## config.mk

```make
export PLATFORM = sky130hd
export DESIGN_NAME = proc_host_ctrl
export DESIGN_NICKNAME = d
export VERILOG_FILES = /design/src/rtl/proc_host_ctrl.sv
export SDC_FILE = /design/constraint.sdc
export NUM_CORES = 1
export LEC_CHECK = 0
export CORE_UTILIZATION = 55
export DETAILED_ROUTE_END_ITERATION = 12
export PLACE_DENSITY = 0.84
export SYNTH_ARGS = -nofsm -noshare
export SYNTH_HDL_FRONTEND = slang
export SYNTH_SLANG_ARGS = --single-unit
```

## constraint.sdc

```tcl
create_clock -name clk -period 7.05 [get_ports clk]
set_clock_uncertainty 0.1 [all_clocks]
set_input_delay 1.7625 -clock clk [delete_from_list [all_inputs] [get_ports clk]]
set_output_delay 1.7625 -clock clk [all_outputs]
set_load 0.01 [all_outputs]
```

## src/rtl/proc_host_ctrl.sv

```systemverilog
// Host-side run initiator: preloads data memory, pulses req, waits for done (with timeout), streams results out.
// src_valid / res_ready stalls freeze the word index and address; start is ignored while busy.
module proc_host_ctrl #(
  parameter int AW  = 8,
  parameter int TMO = 4095
) (
  input  logic          clk,
  input  logic          reset,
  input  logic          start,
  input  logic [AW-1:0] ld_base,
  input  logic [7:0]    ld_count,
  input  logic [AW-1:0] rd_base,
  input  logic [7:0]    rd_count,
  input  logic          src_valid,
  input  logic [7:0]    src_data,
  output logic          src_ready,
  output logic          dm_wr_en,
  output logic [AW-1:0] dm_addr,
  output logic [7:0]    dm_wdata,
  input  logic [7:0]    dm_rdata,
  output logic          req,
  input  logic          done_in,
  output logic          res_valid,
  output logic [7:0]    res_data,
  input  logic          res_ready,
  output logic          busy,
  output logic          fin,
  output logic          timeout,
  output logic [15:0]   cycles
);

  typedef enum logic [2:0] {
    S_IDLE,
    S_LOAD,
    S_REQ,
    S_WAIT,
    S_READ,
    S_FIN
  } state_t;

  localparam logic [15:0] TMO_C = 16'(TMO);

  state_t        state;
  logic [AW-1:0] ld_base_q;
  logic [AW-1:0] rd_base_q;
  logic [7:0]    ld_cnt_q;
  logic [7:0]    rd_cnt_q;
  logic [7:0]    idx;
  logic [15:0]   cyc_nxt;

  // Timeout compares against the post-increment count so WAIT lasts exactly TMO cycles.
  assign cyc_nxt = (cycles == 16'hFFFF) ? cycles : cycles + 16'd1;

  always_ff @(posedge clk or negedge reset) begin
    if (!reset) begin
      state     <= S_IDLE;
      ld_base_q <= '0;
      rd_base_q <= '0;
      ld_cnt_q  <= '0;
      rd_cnt_q  <= '0;
      idx       <= '0;
      cycles    <= '0;
      timeout   <= 1'b0;
    end else begin
      case (state)
        S_IDLE: begin
          if (start) begin
            ld_base_q <= ld_base;
            rd_base_q <= rd_base;
            ld_cnt_q  <= ld_count;
            rd_cnt_q  <= rd_count;
            idx       <= '0;
            cycles    <= '0;
            timeout   <= 1'b0;
            state     <= (ld_count != 8'd0) ? S_LOAD : S_REQ;
          end
        end
        S_LOAD: begin
          if (src_valid) begin
            if (idx == ld_cnt_q - 8'd1) begin
              idx   <= '0;
              state <= S_REQ;
            end else begin
              idx <= idx + 8'd1;
            end
          end
        end
        S_REQ: state <= S_WAIT;
        S_WAIT: begin
          cycles <= cyc_nxt;
          if (done_in) begin
            state <= (rd_cnt_q != 8'd0) ? S_READ : S_FIN;
          end else if (cyc_nxt == TMO_C) begin
            timeout <= 1'b1;
            state   <= S_FIN;
          end
        end
        S_READ: begin
          if (res_ready) begin
            if (idx == rd_cnt_q - 8'd1) begin
              idx   <= '0;
              state <= S_FIN;
            end else begin
              idx <= idx + 8'd1;
            end
          end
        end
        S_FIN:   state <= S_IDLE;
        default: state <= S_IDLE;
      endcase
    end
  end

  assign busy      = (state != S_IDLE);
  assign src_ready = (state == S_LOAD);
  assign req       = (state == S_REQ);
  assign fin       = (state == S_FIN);
  assign res_valid = (state == S_READ);
  assign dm_wr_en  = (state == S_LOAD) && src_valid;
  assign dm_wdata  = (state == S_LOAD) ? src_data : 8'd0;
  assign res_data  = (state == S_READ) ? dm_rdata : 8'd0;

  // Address wraps modulo 2^AW; outside LOAD/READ it is parked at zero.
  always_comb begin
    dm_addr = '0;
    if (state == S_LOAD) begin
      dm_addr = ld_base_q + AW'(idx);
    end else if (state == S_READ) begin
      dm_addr = rd_base_q + AW'(idx);
    end
  end

endmodule

```

==> flow_summary_export.csv, run 1 <==
group,metric,value,unit
detailed_routing,ant_nets,0,
grt,grt_pass1_vias,3787,
detailed_routing,num_vias,4014,
worst_hold_path,whs_endpoint,"ld_base_q[7]",
synth,synth-main-ff-cell,"dfrtp_1",
clock_tree,clk_latency,340,ps
worst_setup_path,worstReg2RegStart,"state[2]",
synth,syn_nets,572,
grt,overflow,0,
synth,synthMuxAreaShare,1.990,%
floorplan,io-pin-count,101,
clock_tree,cts.path.max_buffers,2,
sta,clock.fmax,202.5,MHz
finish,seq_area,0.001501,mm^2
grt,grt_pass1_wl,17590,um
finish,multiInputGateArea,0.002535,mm^2
clock_tree,post_cts_buffers,0,
grt,antenna_found_initial,0,
clock_tree,cts-root-buf,"clkbuf_8",
flow_run,max_cap_viol_count,0,
clock_tree,cts.sinks,60,
status,status,"completed",
worst_hold_path,worstHoldStart,"ld_base_q[7]",
synth,ys_top_cells_by_count,"nand2_1, dfrtp_1, nor2_1",
power,irDropWorstVdd,208.5,uV
power,powerDensity,364.6,mW/mm^2
synth,synthArstFlopShare,100.0,%
power,power,0.001971,W
worst_setup_path,required,5190,ps
sta,hold_viol,0,
finish,diodes,0,
detailed_routing,totalWireLength,10900,um
synth,synth_xor_xnor_area_share,7.277,%
worst_setup_path,ff2ff_path_depth,8,
finish,syn2layout_area_growth,28.33,%
finish,nNetsFinal,663,
floorplan,die_x,89.52,um
power,seqPwrFrac,32.6,%
power,clock_power_share,14.5,%
floorplan,dieArea,0.008014,mm^2
placement,place_inst,676,
detailed_routing,wl_per_cell,15.79,um
power,switching_share,43.29,%
detailed_routing,vias_per_cell,5.817,
synth,synth-adder-area-share,6.593,%
placement,hpwl,7728,um
synth,synth_top_area_share,35.64,%
clock_tree,postCtsHoldBufs,0,
synth,synthTopCellsByArea,"dfrtp_1, nand2_1, ha_1",
power,leakage,2.464,nW
sta,layout_min_cycle_time,4938,ps
worst_hold_path,whs_path_depth,2,
synth,synth-edff-count,0,
synth,synth_seq_cells,60,
clock_tree,cts_max_level,3,
sta,tns,0,ps
sta,report.final.slew_viol_count,0,
detailed_routing,drc_errors,0,
sta,worstMarginPinSlew,769.1,ps
finish,nFillCells,534,
worst_setup_path,r2r_slack,4170,ps
finish,drive_gt1_share,6.768,%
floorplan,die_y,89.52,um
grt,grt_usage,28.97,%
sta,finalSetupViolCount,0,
worst_setup_path,cp.arrival,3080,ps
worst_setup_path,crit_path_end_kind,"output pin",
synth,syn-cell-area,0.004213,mm^2
detailed_routing,first_pass_iters,6,
worst_hold_path,hold_class,"flip-flop to flip-flop",
floorplan,rows,31,
clock_tree,cts_tree,"yes",
sta,rsz0062_at_grt,"false",
synth,yosysMostFrequentCell,"nand2_1",
grt,grt_max_degree,61,
synth,synth_top_family_by_area,"simple AND/OR/NAND/NOR gates",
detailed_routing,dr.first_iter.drc_count,309,
clock_tree,clk_pin_slew,60,ps
floorplan,start_util,57.47,%
synth,syn_avg_cell_area,8.476,um^2
synth,synth.distinct_cells,65,
worst_setup_path,r2r_end,"idx[7]",
worst_setup_path,cp-start-kind,"flip-flop",
synth,syn_inst,497,
synth,synth_compound_area_share,15.35,%
power,netSwitchingPower,0.0008533,W
clock_tree,ctsResizeCount,0,
synth,yosys_warnings,0,
placement,io_buffers,100,
power,p_comb_share,53.0,%
worst_setup_path,path_class,"flip-flop to output pin",
clock_tree,numCtsBuffers,9,
sta,slew_headroom,48.73,%
finish,finalNonFillerCells,690,
sta,min_period_over_period,70.05,%
placement,routabilityCongestion,0.9046,
worst_setup_path,cp_max_fo,9,
synth,synthSimpleGateAreaFrac,28.96,%
floorplan,coreArea,0.007331,mm^2
synth,synth_area_leader_cell,"dfrtp_1",
synth,seq_area_frac_synth,35.64,%
power,intPower,0.001118,W
final cells by class:
type / count / share of cell area (%)
multi-input combinational: 400 / 46.89
inverter: 14 / 0.9720
timing repair buffer: 103 / 18.84
tap: 99 / 2.291
sequential: 60 / 27.77
clock buffer: 12 / 3.055
clock inverter: 2 / 0.1851
per-layer routing:
layer / wire, um / up-vias / GRT usage [%]
met5: 0 / - / 0
li1: - / 1919 / -
met4: 254 / 0 / 11.98
met1: 4559 / 1928 / 34.91
met3: 517 / 26 / 5.448
met2: 5565 / 141 / 50.87
worst max path at each step:
stage | start | to | slack (ps) | cells after the start
floorplan | idx[0] | dm_addr[6] | 3160 | 8
global placement | src_valid | dm_wr_en | 2250 | 4
detailed placement | src_valid | dm_wr_en | 2240 | 4
CTS | idx[1] | dm_addr[7] | 2120 | 9
global route | idx[1] | dm_addr[7] | 1990 | 9
finish | idx[1] | dm_addr[7] | 2110 | 9
registers in the layout, summed over array words and instances (netlist names):
register / flops
cycles: 16
idx: 8
ld_base_q: 8
ld_cnt_q: 8
rd_base_q: 8
rd_cnt_q: 8
state: 3
timeout: 1
through the flow:
| step | worst slack, ps | hold WS, ps | utilization [%] | cell area [um^2] |
|---|---|---|---|---|
| after floorplan | 3161 | 352.3 | - | 4213 |
| after CTS | 2115 | 399.9 | 73.75 | 5406 |
| after global placement | 2254 | 365.3 | 71.36 | 5231 |
| final | 2112 | 400.3 | 73.75 | 5406 |
| after detailed placement | 2238 | 380.8 | 71.36 | 5231 |
| after global routing | 1993 | 427.5 | 73.75 | 5406 |
cell usage in the layout, fill, tap and decap left out, types with 12 or more instances in the layout:
master,count
dfrtp_1,60
a21oi_1,16
clkbuf_8,12
nand2_1,110
ha_1,19
nor3_1,16
inv_1,14
o21ai_0,17
nor2_1,38
xnor2_1,21
clkdlybuf4s50_1,99
and3_1,24
xor2_1,14
worst max-delay path, cell delays in order (launching register included):
cell	delay, ps
dfrtp_1	590
ha_1	310
a21o_1	180
a21oi_1	220
nor2b_1	80
o21a_1	190
o41a_1	330
xnor2_1	130
o22ai_1	140
clkdlybuf4s50_1	560
cell families after synthesis:
| logic type | count (synthesis) |
|---|---|
| compound gates | 88 |
| xor+xnor | 35 |
| fa+ha+maj | 21 |
| buf+inv | 37 |
| flops | 60 |
| mux | 8 |
| simple gates | 248 |
power groups by stage:
stage	clock network, W	logic [W]	registers [W]
4_1_cts	0.000292	0.00105	0.000635
2_1_floorplan	0	0.000746	0.000577
5_1_grt	0.000305	0.00115	0.000660
3_3_place_gp	0	0.000994	0.000632
3_5_place_dp	0	0.00104	0.000639
6_report	0.000285	0.00104	0.000642
(Power assumes the default switching activity.)
==> run 2, diff against run 1 <==
--- a/config.mk
+++ b/config.mk
@@ -5,9 +5,9 @@
 export SDC_FILE = /design/constraint.sdc
 export NUM_CORES = 1
 export LEC_CHECK = 0
-export CORE_UTILIZATION = 55
+export CORE_UTILIZATION = 46
 export DETAILED_ROUTE_END_ITERATION = 12
-export PLACE_DENSITY = 0.84
+export PLACE_DENSITY = 0.75
 export SYNTH_ARGS = -nofsm -noshare
 export SYNTH_HDL_FRONTEND = slang
 export SYNTH_SLANG_ARGS = --single-unit
==> constraint.sdc (replaced) <==
create_clock -name clk -period 4 [get_ports clk]
set_clock_uncertainty 0.1 [all_clocks]
set_input_delay 1 -clock clk [delete_from_list [all_inputs] [get_ports clk]]
set_output_delay 1 -clock clk [all_outputs]
set_load 0.01 [all_outputs]
==> flow_summary_export.csv, run 2 (same netlist as run 1, synthesis figures left out) <==
group,metric,value,unit
worst_setup_path,cp_common_cell,"a21o_1",
placement,hpwl,8065,um
sta,layout_min_cycle_time,3772,ps
grt,grt_max_degree,46,
status,failed_checks,"DRC",
worst_setup_path,critical_path.slowest_cell,"dfrtp_2",
finish,syn2layout_area_growth,32.11,%
finish,largest_register_ffs,16,
clock_tree,cts_tree,"yes",
worst_setup_path,r2r_slack,1220,ps
worst_hold_path,whs_path_depth,2,
detailed_routing,ant_nets,0,
finish,nFillCells,780,
finish,layout.cells.most_common,"nand2_1",
worst_setup_path,cp.arrival,2670,ps
status,status,"complete, but fails checks",
floorplan,die_x,97.70,um
sta,slew_headroom,29.52,%
sta,report.final.slew_viol_count,0,
worst_hold_path,whs_endpoint,"ld_base_q[5]",
grt,overflow,0,
finish,seq_area,0.001504,mm^2
detailed_routing,vias_per_cell,5.593,
clock_tree,cts.path.max_buffers,2,
clock_tree,clk_pin_slew,70,ps
power,powerDensity,664.8,mW/mm^2
detailed_routing,num_vias,3982,
detailed_routing,drc_errors,12,
floorplan,die_y,97.70,um
grt,grt_usage,24.62,%
finish,final_cell_mix,"nand2_1, clkdlybuf4s50_1, dfrtp_1",
detailed_routing,totalWireLength,11440,um
clock_tree,cts_max_level,3,
sta,worstMarginPinSlew,1057,ps
worst_setup_path,path_cells,"ha_1 -> fa_1 -> a21o_1 -> a21o_1 -> a21o_1 -> a21oi_1 -> xor2_1 -> o22ai_1 -> dlygate4sd2_1",
finish,largest_register,"cycles",
worst_hold_path,worstHoldStart,"ld_base_q[5]",
clock_tree,postCtsHoldBufs,0,
grt,grt_pass1_wl,18840,um
finish,drive_gt1_share,8.940,%
detailed_routing,wl_per_cell,16.06,um
worst_setup_path,required,2900,ps
floorplan,rows,34,
finish,multiInputGateArea,0.002535,mm^2
finish,fin_util,63.20,%
worst_setup_path,worstReg2RegStart,"cycles[0]",
flow_run,max_cap_viol_count,0,
sta,tns,0,ps
worst_hold_path,hold_class,"flip-flop to flip-flop",
worst_setup_path,ff2ff_path_depth,8,
finish,nNetsFinal,674,
floorplan,dieArea,0.009545,mm^2
grt,grt_pass1_vias,3872,
floorplan,io-pin-count,101,
detailed_routing,dr.first_iter.drc_count,239,
worst_setup_path,slowest_delay,440,ps
sta,finalSetupViolCount,0,
worst_setup_path,cp_max_fo,6,
sta,min_period_over_period,94.29,%
floorplan,start_util,47.84,%
worst_setup_path,worst-path-buf-inv,1,
sta,setup_slack,228.4,ps
worst_setup_path,cp-start-kind,"flip-flop",
placement,routabilityCongestion,0.9038,
sta,hold_viol,0,
clock_tree,clk_latency,360,ps
worst_setup_path,path_class,"flip-flop to output pin",
worst_setup_path,r2r_end,"state[1]",
placement,pre_cts_ws,240.5,ps
power,leakage,2.558,nW
clock_tree,cts-root-buf,"clkbuf_8",
power,irDropWorstVdd,325.4,uV
worst_setup_path,crit_path_end_kind,"output pin",
detailed_routing,first_pass_iters,9,
sta,rsz0062_at_grt,"false",
floorplan,coreArea,0.008806,mm^2
grt,antenna_found_initial,0,
finish,diodes,0,
clock_tree,numCtsBuffers,9,
placement,io_buffers,100,
worst_setup_path,crit_family,"compound AO/OA/AOI/OAI gates",
clock_tree,cts.sinks,60,
sta,clock.fmax,265.1,MHz
-- run 2: worst reg2reg max path, stage by stage, from the launching register on --
cell and delay [ps]:
dfrtp_1 470, ha_1 280, nand4_1 170, or4_1 670, o22ai_1 220, a21oi_1 110, nor4b_2 390, or3_1 160
a21oi_1 60
-- run 2: where the power goes --
group          total (W)  leakage (nW)  switching [W]  internal [W]
logic            0.00193          1.67       0.000985      0.000945
registers        0.00111         0.777       0.000296      0.000814
clock network   0.000661         0.116       0.000258      0.000402
-- run 2: what timing repair did --
item	CTS	global route
setup endpoints to repair	2	2
setup buffers	2	5
gates cloned	0	0
gates resized for setup	3	1
-- run 2: how the worst max path moves through the flow --
stage | from | end | slack (ps) | cells past startpoint
6_report | idx[0] | dm_addr[6] | 230 | 9
5_1_grt | idx[0] | dm_addr[6] | 30 | 9
4_1_cts | idx[1] | dm_addr[7] | 10 | 9
3_5_place_dp | idx[1] | dm_addr[7] | 240 | 9
3_3_place_gp | idx[1] | dm_addr[7] | 280 | 9
2_1_floorplan | idx[0] | dm_addr[6] | 870 | 8
-- run 2: stage by stage --
stage | power (W) | hold slack, ps | area [um^2] | cells
after global routing | 0.003966 | 430.2 | 5565 | 712
after global placement | 0.002919 | 371.3 | 5273 | 689
after CTS | 0.003660 | 390.9 | 5525 | 707
after floorplan | 0.002332 | 352.3 | 4213 | 497
final | 0.003700 | 388.8 | 5565 | 712
after detailed placement | 0.002978 | 374.8 | 5273 | 689
-- run 2: routing by layer --
metal	track usage (%)	wire length [um]	vias up
met5	0	0	-
li1	-	-	1950
met2	42.23	5611	99
met4	6.410	106	0
met1	30.79	5045	1922
met3	6.403	674	11
-- run 2: area by class of cell --
type	count	area share, %
multi-input combinational	400	45.55
sequential	60	27.02
timing repair buffer	114	19.81
clock buffer	13	3.035
tap	108	2.428
clock inverter	3	1.214
inverter	14	0.9442
